## src/rtl/fir_serial_mac_if.sv

```systemverilog
// Bus bundle for fir_serial_mac: sample in, coefficient ROM port, filtered sample out.
// No latency of its own; it only groups wires.
// The DUT side takes the slave modport. The sample source and ROM side take the master modport.
interface fir_serial_mac_if #(
  parameter int AW = 5,
  parameter int DW = 16
);
  logic signed [DW-1:0] din;
  logic                 din_valid;
  logic                 mode_in;
  logic [AW-1:0]        coef_addr;
  logic                 coef_mode;
  logic signed [DW-1:0] coef_in;
  logic signed [DW-1:0] dout;
  logic                 dout_valid;
  logic                 busy;
  logic                 drop_err;

  modport slave (
    input  din, din_valid, mode_in, coef_in,
    output coef_addr, coef_mode, dout, dout_valid, busy, drop_err
  );

  modport master (
    output din, din_valid, mode_in, coef_in,
    input  coef_addr, coef_mode, dout, dout_valid, busy, drop_err
  );
endinterface

```

## src/rtl/fir_serial_mac.sv

```systemverilog
// Time-multiplexed 32-tap FIR: one multiply-accumulate per cycle, then a rounded and saturated Q1.15 output.
// Latency: din_valid in cycle 0 gives dout_valid in cycle 35. At most one sample is taken every 36 cycles.
// Backpressure: none. busy marks the window in which strobes are dropped; a dropped strobe sets the sticky drop_err.
module fir_serial_mac #(
  parameter int NTAPS = 32,
  parameter int AW    = 5,
  parameter int DW    = 16,
  parameter int ACCW  = 38
) (
  input logic            clk,
  input logic            rst,
  fir_serial_mac_if.slave io
);
  typedef enum logic [1:0] {S_IDLE, S_MAC, S_FLUSH, S_DONE} state_t;

  localparam logic [AW-1:0]          LAST_TAP = AW'(NTAPS - 1);
  localparam logic signed [ACCW-1:0] RND      = ACCW'(2 ** (DW - 2));
  localparam logic signed [ACCW-1:0] SAT_MAX  = ACCW'(2 ** (DW - 1) - 1);
  localparam logic signed [ACCW-1:0] SAT_MIN  = ~SAT_MAX;

  state_t                 r_state, w_state_nxt;
  logic signed [DW-1:0]   r_hist [NTAPS];
  logic [AW-1:0]          r_wp, r_base, r_tap;
  logic                   r_mode;
  logic signed [2*DW-1:0] r_prod;
  logic signed [ACCW-1:0] r_acc;
  logic signed [DW-1:0]   r_dout;
  logic                   r_dout_vld, r_drop;

  logic                   w_busy, w_accept;
  logic [AW-1:0]          w_hidx;
  logic signed [DW-1:0]   w_x;
  logic signed [2*DW-1:0] w_prod;
  logic signed [ACCW-1:0] w_prod_ext, w_rnd, w_scaled;
  logic signed [DW-1:0]   w_sat;

  // The cycle that presents dout_valid still counts as busy, so the earliest next sample lands in cycle 36.
  assign w_busy   = (r_state != S_IDLE) || r_dout_vld;
  assign w_accept = io.din_valid && !w_busy;

  // Tap 0 reads the newest sample. Index arithmetic wraps naturally at AW bits.
  assign w_hidx     = r_base - r_tap;
  assign w_x        = r_hist[w_hidx];
  assign w_prod     = w_x * io.coef_in;
  assign w_prod_ext = ACCW'(r_prod);

  // Round half up, then drop the Q1.15 fraction with an arithmetic shift.
  assign w_rnd    = r_acc + RND;
  assign w_scaled = w_rnd >>> (DW - 1);

  // Clamp the scaled sum into the 16-bit signed output range.
  always_comb begin
    w_sat = w_scaled[DW-1:0];
    if (w_scaled > SAT_MAX)      w_sat = SAT_MAX[DW-1:0];
    else if (w_scaled < SAT_MIN) w_sat = SAT_MIN[DW-1:0];
  end

  // State register.
  always_ff @(posedge clk or posedge rst) begin
    if (rst) r_state <= S_IDLE;
    else     r_state <= w_state_nxt;
  end

  // Next-state logic: IDLE -> MAC (32 taps) -> FLUSH -> DONE -> IDLE.
  always_comb begin
    w_state_nxt = r_state;
    case (r_state)
      S_IDLE:  if (w_accept) w_state_nxt = S_MAC;
      S_MAC:   if (r_tap == LAST_TAP) w_state_nxt = S_FLUSH;
      S_FLUSH: w_state_nxt = S_DONE;
      S_DONE:  w_state_nxt = S_IDLE;
      default: w_state_nxt = S_IDLE;
    endcase
  end

  // Datapath: history write, pipelined product, accumulate, output register.
  always_ff @(posedge clk or posedge rst) begin
    if (rst) begin
      for (int i = 0; i < NTAPS; i++) r_hist[i] <= '0;
      r_wp       <= '0;
      r_base     <= '0;
      r_tap      <= '0;
      r_mode     <= 1'b0;
      r_prod     <= '0;
      r_acc      <= '0;
      r_dout     <= '0;
      r_dout_vld <= 1'b0;
      r_drop     <= 1'b0;
    end else begin
      r_drop     <= r_drop | (io.din_valid & w_busy);
      r_dout_vld <= (r_state == S_DONE);
      case (r_state)
        S_IDLE: begin
          if (w_accept) begin
            r_hist[r_wp] <= io.din;
            r_base       <= r_wp;
            r_wp         <= r_wp + 1'b1;
            r_mode       <= io.mode_in;
            r_acc        <= '0;
            r_tap        <= '0;
          end
        end
        S_MAC: begin
          r_prod <= w_prod;
          // The product register is still empty on tap 0.
          if (r_tap != '0) r_acc <= r_acc + w_prod_ext;
          r_tap <= r_tap + 1'b1;
        end
        S_FLUSH: r_acc <= r_acc + w_prod_ext;
        S_DONE:  r_dout <= w_sat;
        default: ;
      endcase
    end
  end

  assign io.coef_addr  = (r_state == S_MAC) ? r_tap : '0;
  assign io.coef_mode  = r_mode;
  assign io.dout       = r_dout;
  assign io.dout_valid = r_dout_vld;
  assign io.busy       = w_busy;
  assign io.drop_err   = r_drop;
endmodule

```

## src/flat_wrapper.sv

```systemverilog
// flat-port wrapper written by rule: the top's interface ports become plain ports
module fir_serial_mac_flat 
#(
  parameter int NTAPS = 32,
  parameter int AW    = 5,
  parameter int DW    = 16,
  parameter int ACCW  = 38
)
  (clk, rst, io_din, io_din_valid, io_mode_in, io_coef_in, io_coef_addr, io_coef_mode, io_dout, io_dout_valid, io_busy, io_drop_err);
  fir_serial_mac_if #(.AW(AW), .DW(DW)) io_i ();
  input logic clk;
  input logic rst;
  input wire logic [$bits(io_i.din)-1:0] io_din;
  input wire logic [$bits(io_i.din_valid)-1:0] io_din_valid;
  input wire logic [$bits(io_i.mode_in)-1:0] io_mode_in;
  input wire logic [$bits(io_i.coef_in)-1:0] io_coef_in;
  output wire logic [$bits(io_i.coef_addr)-1:0] io_coef_addr;
  output wire logic [$bits(io_i.coef_mode)-1:0] io_coef_mode;
  output wire logic [$bits(io_i.dout)-1:0] io_dout;
  output wire logic [$bits(io_i.dout_valid)-1:0] io_dout_valid;
  output wire logic [$bits(io_i.busy)-1:0] io_busy;
  output wire logic [$bits(io_i.drop_err)-1:0] io_drop_err;
  assign io_i.din = io_din;
  assign io_i.din_valid = io_din_valid;
  assign io_i.mode_in = io_mode_in;
  assign io_i.coef_in = io_coef_in;
  assign io_coef_addr = io_i.coef_addr;
  assign io_coef_mode = io_i.coef_mode;
  assign io_dout = io_i.dout;
  assign io_dout_valid = io_i.dout_valid;
  assign io_busy = io_i.busy;
  assign io_drop_err = io_i.drop_err;
  fir_serial_mac #(.NTAPS(NTAPS), .AW(AW), .DW(DW), .ACCW(ACCW)) u_core (.clk(clk), .rst(rst), .io(io_i));
endmodule
```

## config.mk

```make
export PLATFORM = sky130hd
export DESIGN_NAME = fir_serial_mac_flat
export DESIGN_NICKNAME = d
export VERILOG_FILES = /design/src/rtl/fir_serial_mac_if.sv /design/src/rtl/fir_serial_mac.sv /design/src/flat_wrapper.sv
export SDC_FILE = /design/constraint.sdc
export NUM_CORES = 2
export LEC_CHECK = 0
export ABC_AREA = 1
export CORE_MARGIN = 2
export CORE_UTILIZATION = 50
export DETAILED_ROUTE_END_ITERATION = 6
export PLACE_DENSITY = 0.77
export SLEW_MARGIN = 20
export SYNTH_ARGS = -nofsm -noshare
export SYNTH_HDL_FRONTEND = slang
export SYNTH_SLANG_ARGS = --single-unit
```

## constraint.sdc

```tcl
create_clock -name clk -period 24.1 [get_ports clk]
set_input_delay 7.23 -clock clk [delete_from_list [all_inputs] [get_ports clk]]
set_output_delay 7.23 -clock clk [all_outputs]
set_load 0.01 [all_outputs]
```

==> results.txt <==
Top-Level Pins: 61
post-layout util: 54.6%
critical-path cell list: clkdlybuf4s50_1, inv_1, nor2_1, inv_1, fa_1, inv_1, fa_1, inv_1, fa_1, fa_1, inv_1, fa_1, inv_1, fa_1, inv_1, ha_1, a21oi_1, o21bai_1, a21oi_1, o21ai_0, a21oi_1, nand3_1, a31oi_1
Syn Area/Cell: 7.99 um2
nets@finish: 5377
required time worst endpoint: 24.65 ns
critical path class: input pin to flop
CP max-delay cell: fa_1
IO Port Bufs: 60
CP Capture Type: flop
Largest stage delay, worst path: 0.82 ns
setup TNS: 0 ns
achievable clock frequency: 76.3 MHz
fraction of layout cells with a size suffix above 1: 4.26%
Critical Path Start Type: input pin
CTS H-tree lvls: 3
critical path arrival: 13.66 ns
asr flop ratio synth: 100%
worst reg2reg path depth: 31
Synth top cells by count: nand2_1, dfrtp_1, o21ai_0
Via Count: 34.7k
DP HPWL: 78900 um
worst clock skew: 0.0324 ns
Hold Vio Cnt, Final: 0
post-place setup slack: 10.38 ns
final setup fails: 0
CTS Hold Bufs: 0
Final Max Tran Viols: 0
Sequential cell area: 15500 um2
hold path cells: 2
Final ANT Viol Nets: 0
unrepaired setup endpoints after global routing: false
DR WL/cell: 19.1 um
Critical Path Stages: 23
die area: 83300 um2
Initial Util: 50.4%
gr usage total: 28.1%
cell taking the most area after synthesis: dfrtp_1
initial DRC count: 3697
max_cap viols: 0
clk_lat worst skew: 0.63 ns
Hold Path Class: flop to flop
root buffer cell: clkbuf_16
antenna fix cells: 0
gpl congestion: 0.984
Worst path top cell family by delay: adder cells
drt drc: 0
Unique masters post-synth: 44
cts repair resizes: 0
Synth Warn #: 0
initial antenna violation count: 0
detailed-router iteration count before antenna repair: 6
drt total wl: 115000 um
CTS tree: done
Synth Flop Type: dfrtp_1
post-CTS setup buffer count: 0
vias per cell: 5.73
Yosys top cell area share: 38.2%
status: finished clean
Area Growth Syn to Fin: 8.47%
cells after synthesis: 5071
crit path max fanout: 13
Synth area leaders: dfrtp_1, fa_1, nand2_1
final instance area: 43900 um2
Worst-Margin Slew: 1.18 ns
Slew HR: 20.4%
syn_nets: 5507
CTS sink cnt: 618
TritonCTS Buffers: 69
largest net degree at the start of global routing: 179
first-pass GRT wire length: 185000 um
register area share after synthesis: 38.2%
Final period util: 54.4%
count leader, synth: nand2_1
Reg clk slew, reported paths: 0.06 ns
Clock Path Buffers: 3
total grt overflow: 0
synthesized flop and latch total: 618
die span in x: 289 um
number of synthesized flops with an enable pin: 0
placed instance area: 41500 um2
area of the multi-input gates: 21900 um2
num rows: 104
worst setup margin: 10.99 ns
# fillers: 7354
vias in the first global route: 33.2k
most used cell along the critical path: inv_1
Die Y: 289 um
fin crit period: 13.11 ns
CORE AREA: 80400 um2
Mapped Area: 40500 um2
CP bufs+invs: 8
[registers in the layout, summed over array words and instances (netlist names)]
| register | cells |
|---|---|
| u_core.r_prod | 32 |
| u_core.r_acc | 38 |
| u_core.io.dout | 16 |
| u_core.r_hist | 512 |
| u_core.io.coef_mode | 1 |
| u_core.r_state | 2 |
| u_core.r_tap | 5 |
| u_core.io.drop_err | 1 |
| u_core.r_base | 5 |
| u_core.r_wp | 5 |
| u_core.io.dout_valid | 1 |
[final timing paths]
check	start	end	slack, ns
max in group asynchronous	rst	u_core.r_hist[75]	14.58
max reg2reg	u_core.r_tap[0]	u_core.r_prod[23]	13.87
min	u_core.io.coef_mode	u_core.io.coef_mode	0.47
min in group asynchronous	rst	u_core.io.dout[0]	7.05
max	io_coef_in[1]	u_core.r_prod[30]	10.99
min reg2reg	u_core.io.coef_mode	u_core.io.coef_mode	0.47
[per-stage QoR]
step / hold WS, ns / cells
final: 0.470 / 6057
after global routing: 0.493 / 6057
after CTS: 0.475 / 6056
after floorplan: 0.446 / 5071
after detailed placement: 0.459 / 5929
after global placement: 0.456 / 5929
[cells in the final DEF, fill, tap and decap left out, types with 19 or more instances in the layout]
master,instances
clkbuf_16,70
xnor2_1,19
buf_4,30
clkdlybuf4s50_1,60
nand2_2,25
nand3_1,131
nand2_1,1390
o211ai_1,34
nor2_1,454
dfrtp_1,618
xor2_1,32
nor3_1,28
o21ai_0,611
a21oi_1,284
ha_1,135
a32oi_1,30
a22oi_1,49
inv_1,487
fa_1,263
o31ai_1,19
a32o_1,32
[worst reg2reg max path: cells and delay by family (launching register included)]
family          cells  cell delay [ns]
compound gates      4             1.61
flops               1             0.48
buf+inv             6             1.98
simple gates       13             1.75
fa+ha+maj           8             4.33
[metal layers]
layer	up-vias	share of wire [%]	global-route usage (%)
met5	-	0	0
met4	0	4.0	10.6
met3	252	8.0	4.60
met2	1489	46	44.4
met1	16900	42	39.1
li1	16000	-	-
[cells by family (layout without fill, tap and decap cells)]
family                     count (synthesis)  count (layout)  synth area share (%)
AOI/OAI and AO/OA                       1119            1119                  15.4
xor gates and xnor gates                  53              53                  1.21
adders and majority gates                400             400                  17.3
buffers and inverters                    808             734                  7.85
DFF                                      618             618                  38.2
and+or+nand+nor                         2073            2073                  20.1
[cell type report]
cell class | count | share of cell area [%]
well taps | 1060 | 3.02
repair buffers | 94 | 2.06
flip-flops and latches | 618 | 35.2
inverters | 513 | 4.42
multi-input cells | 3645 | 49.9
clock buffers | 106 | 4.70
clock inverters | 21 | 0.701
Power is not shown: default switching activity piles up to over one toggle a cycle in this logic, so the estimate is an artifact.
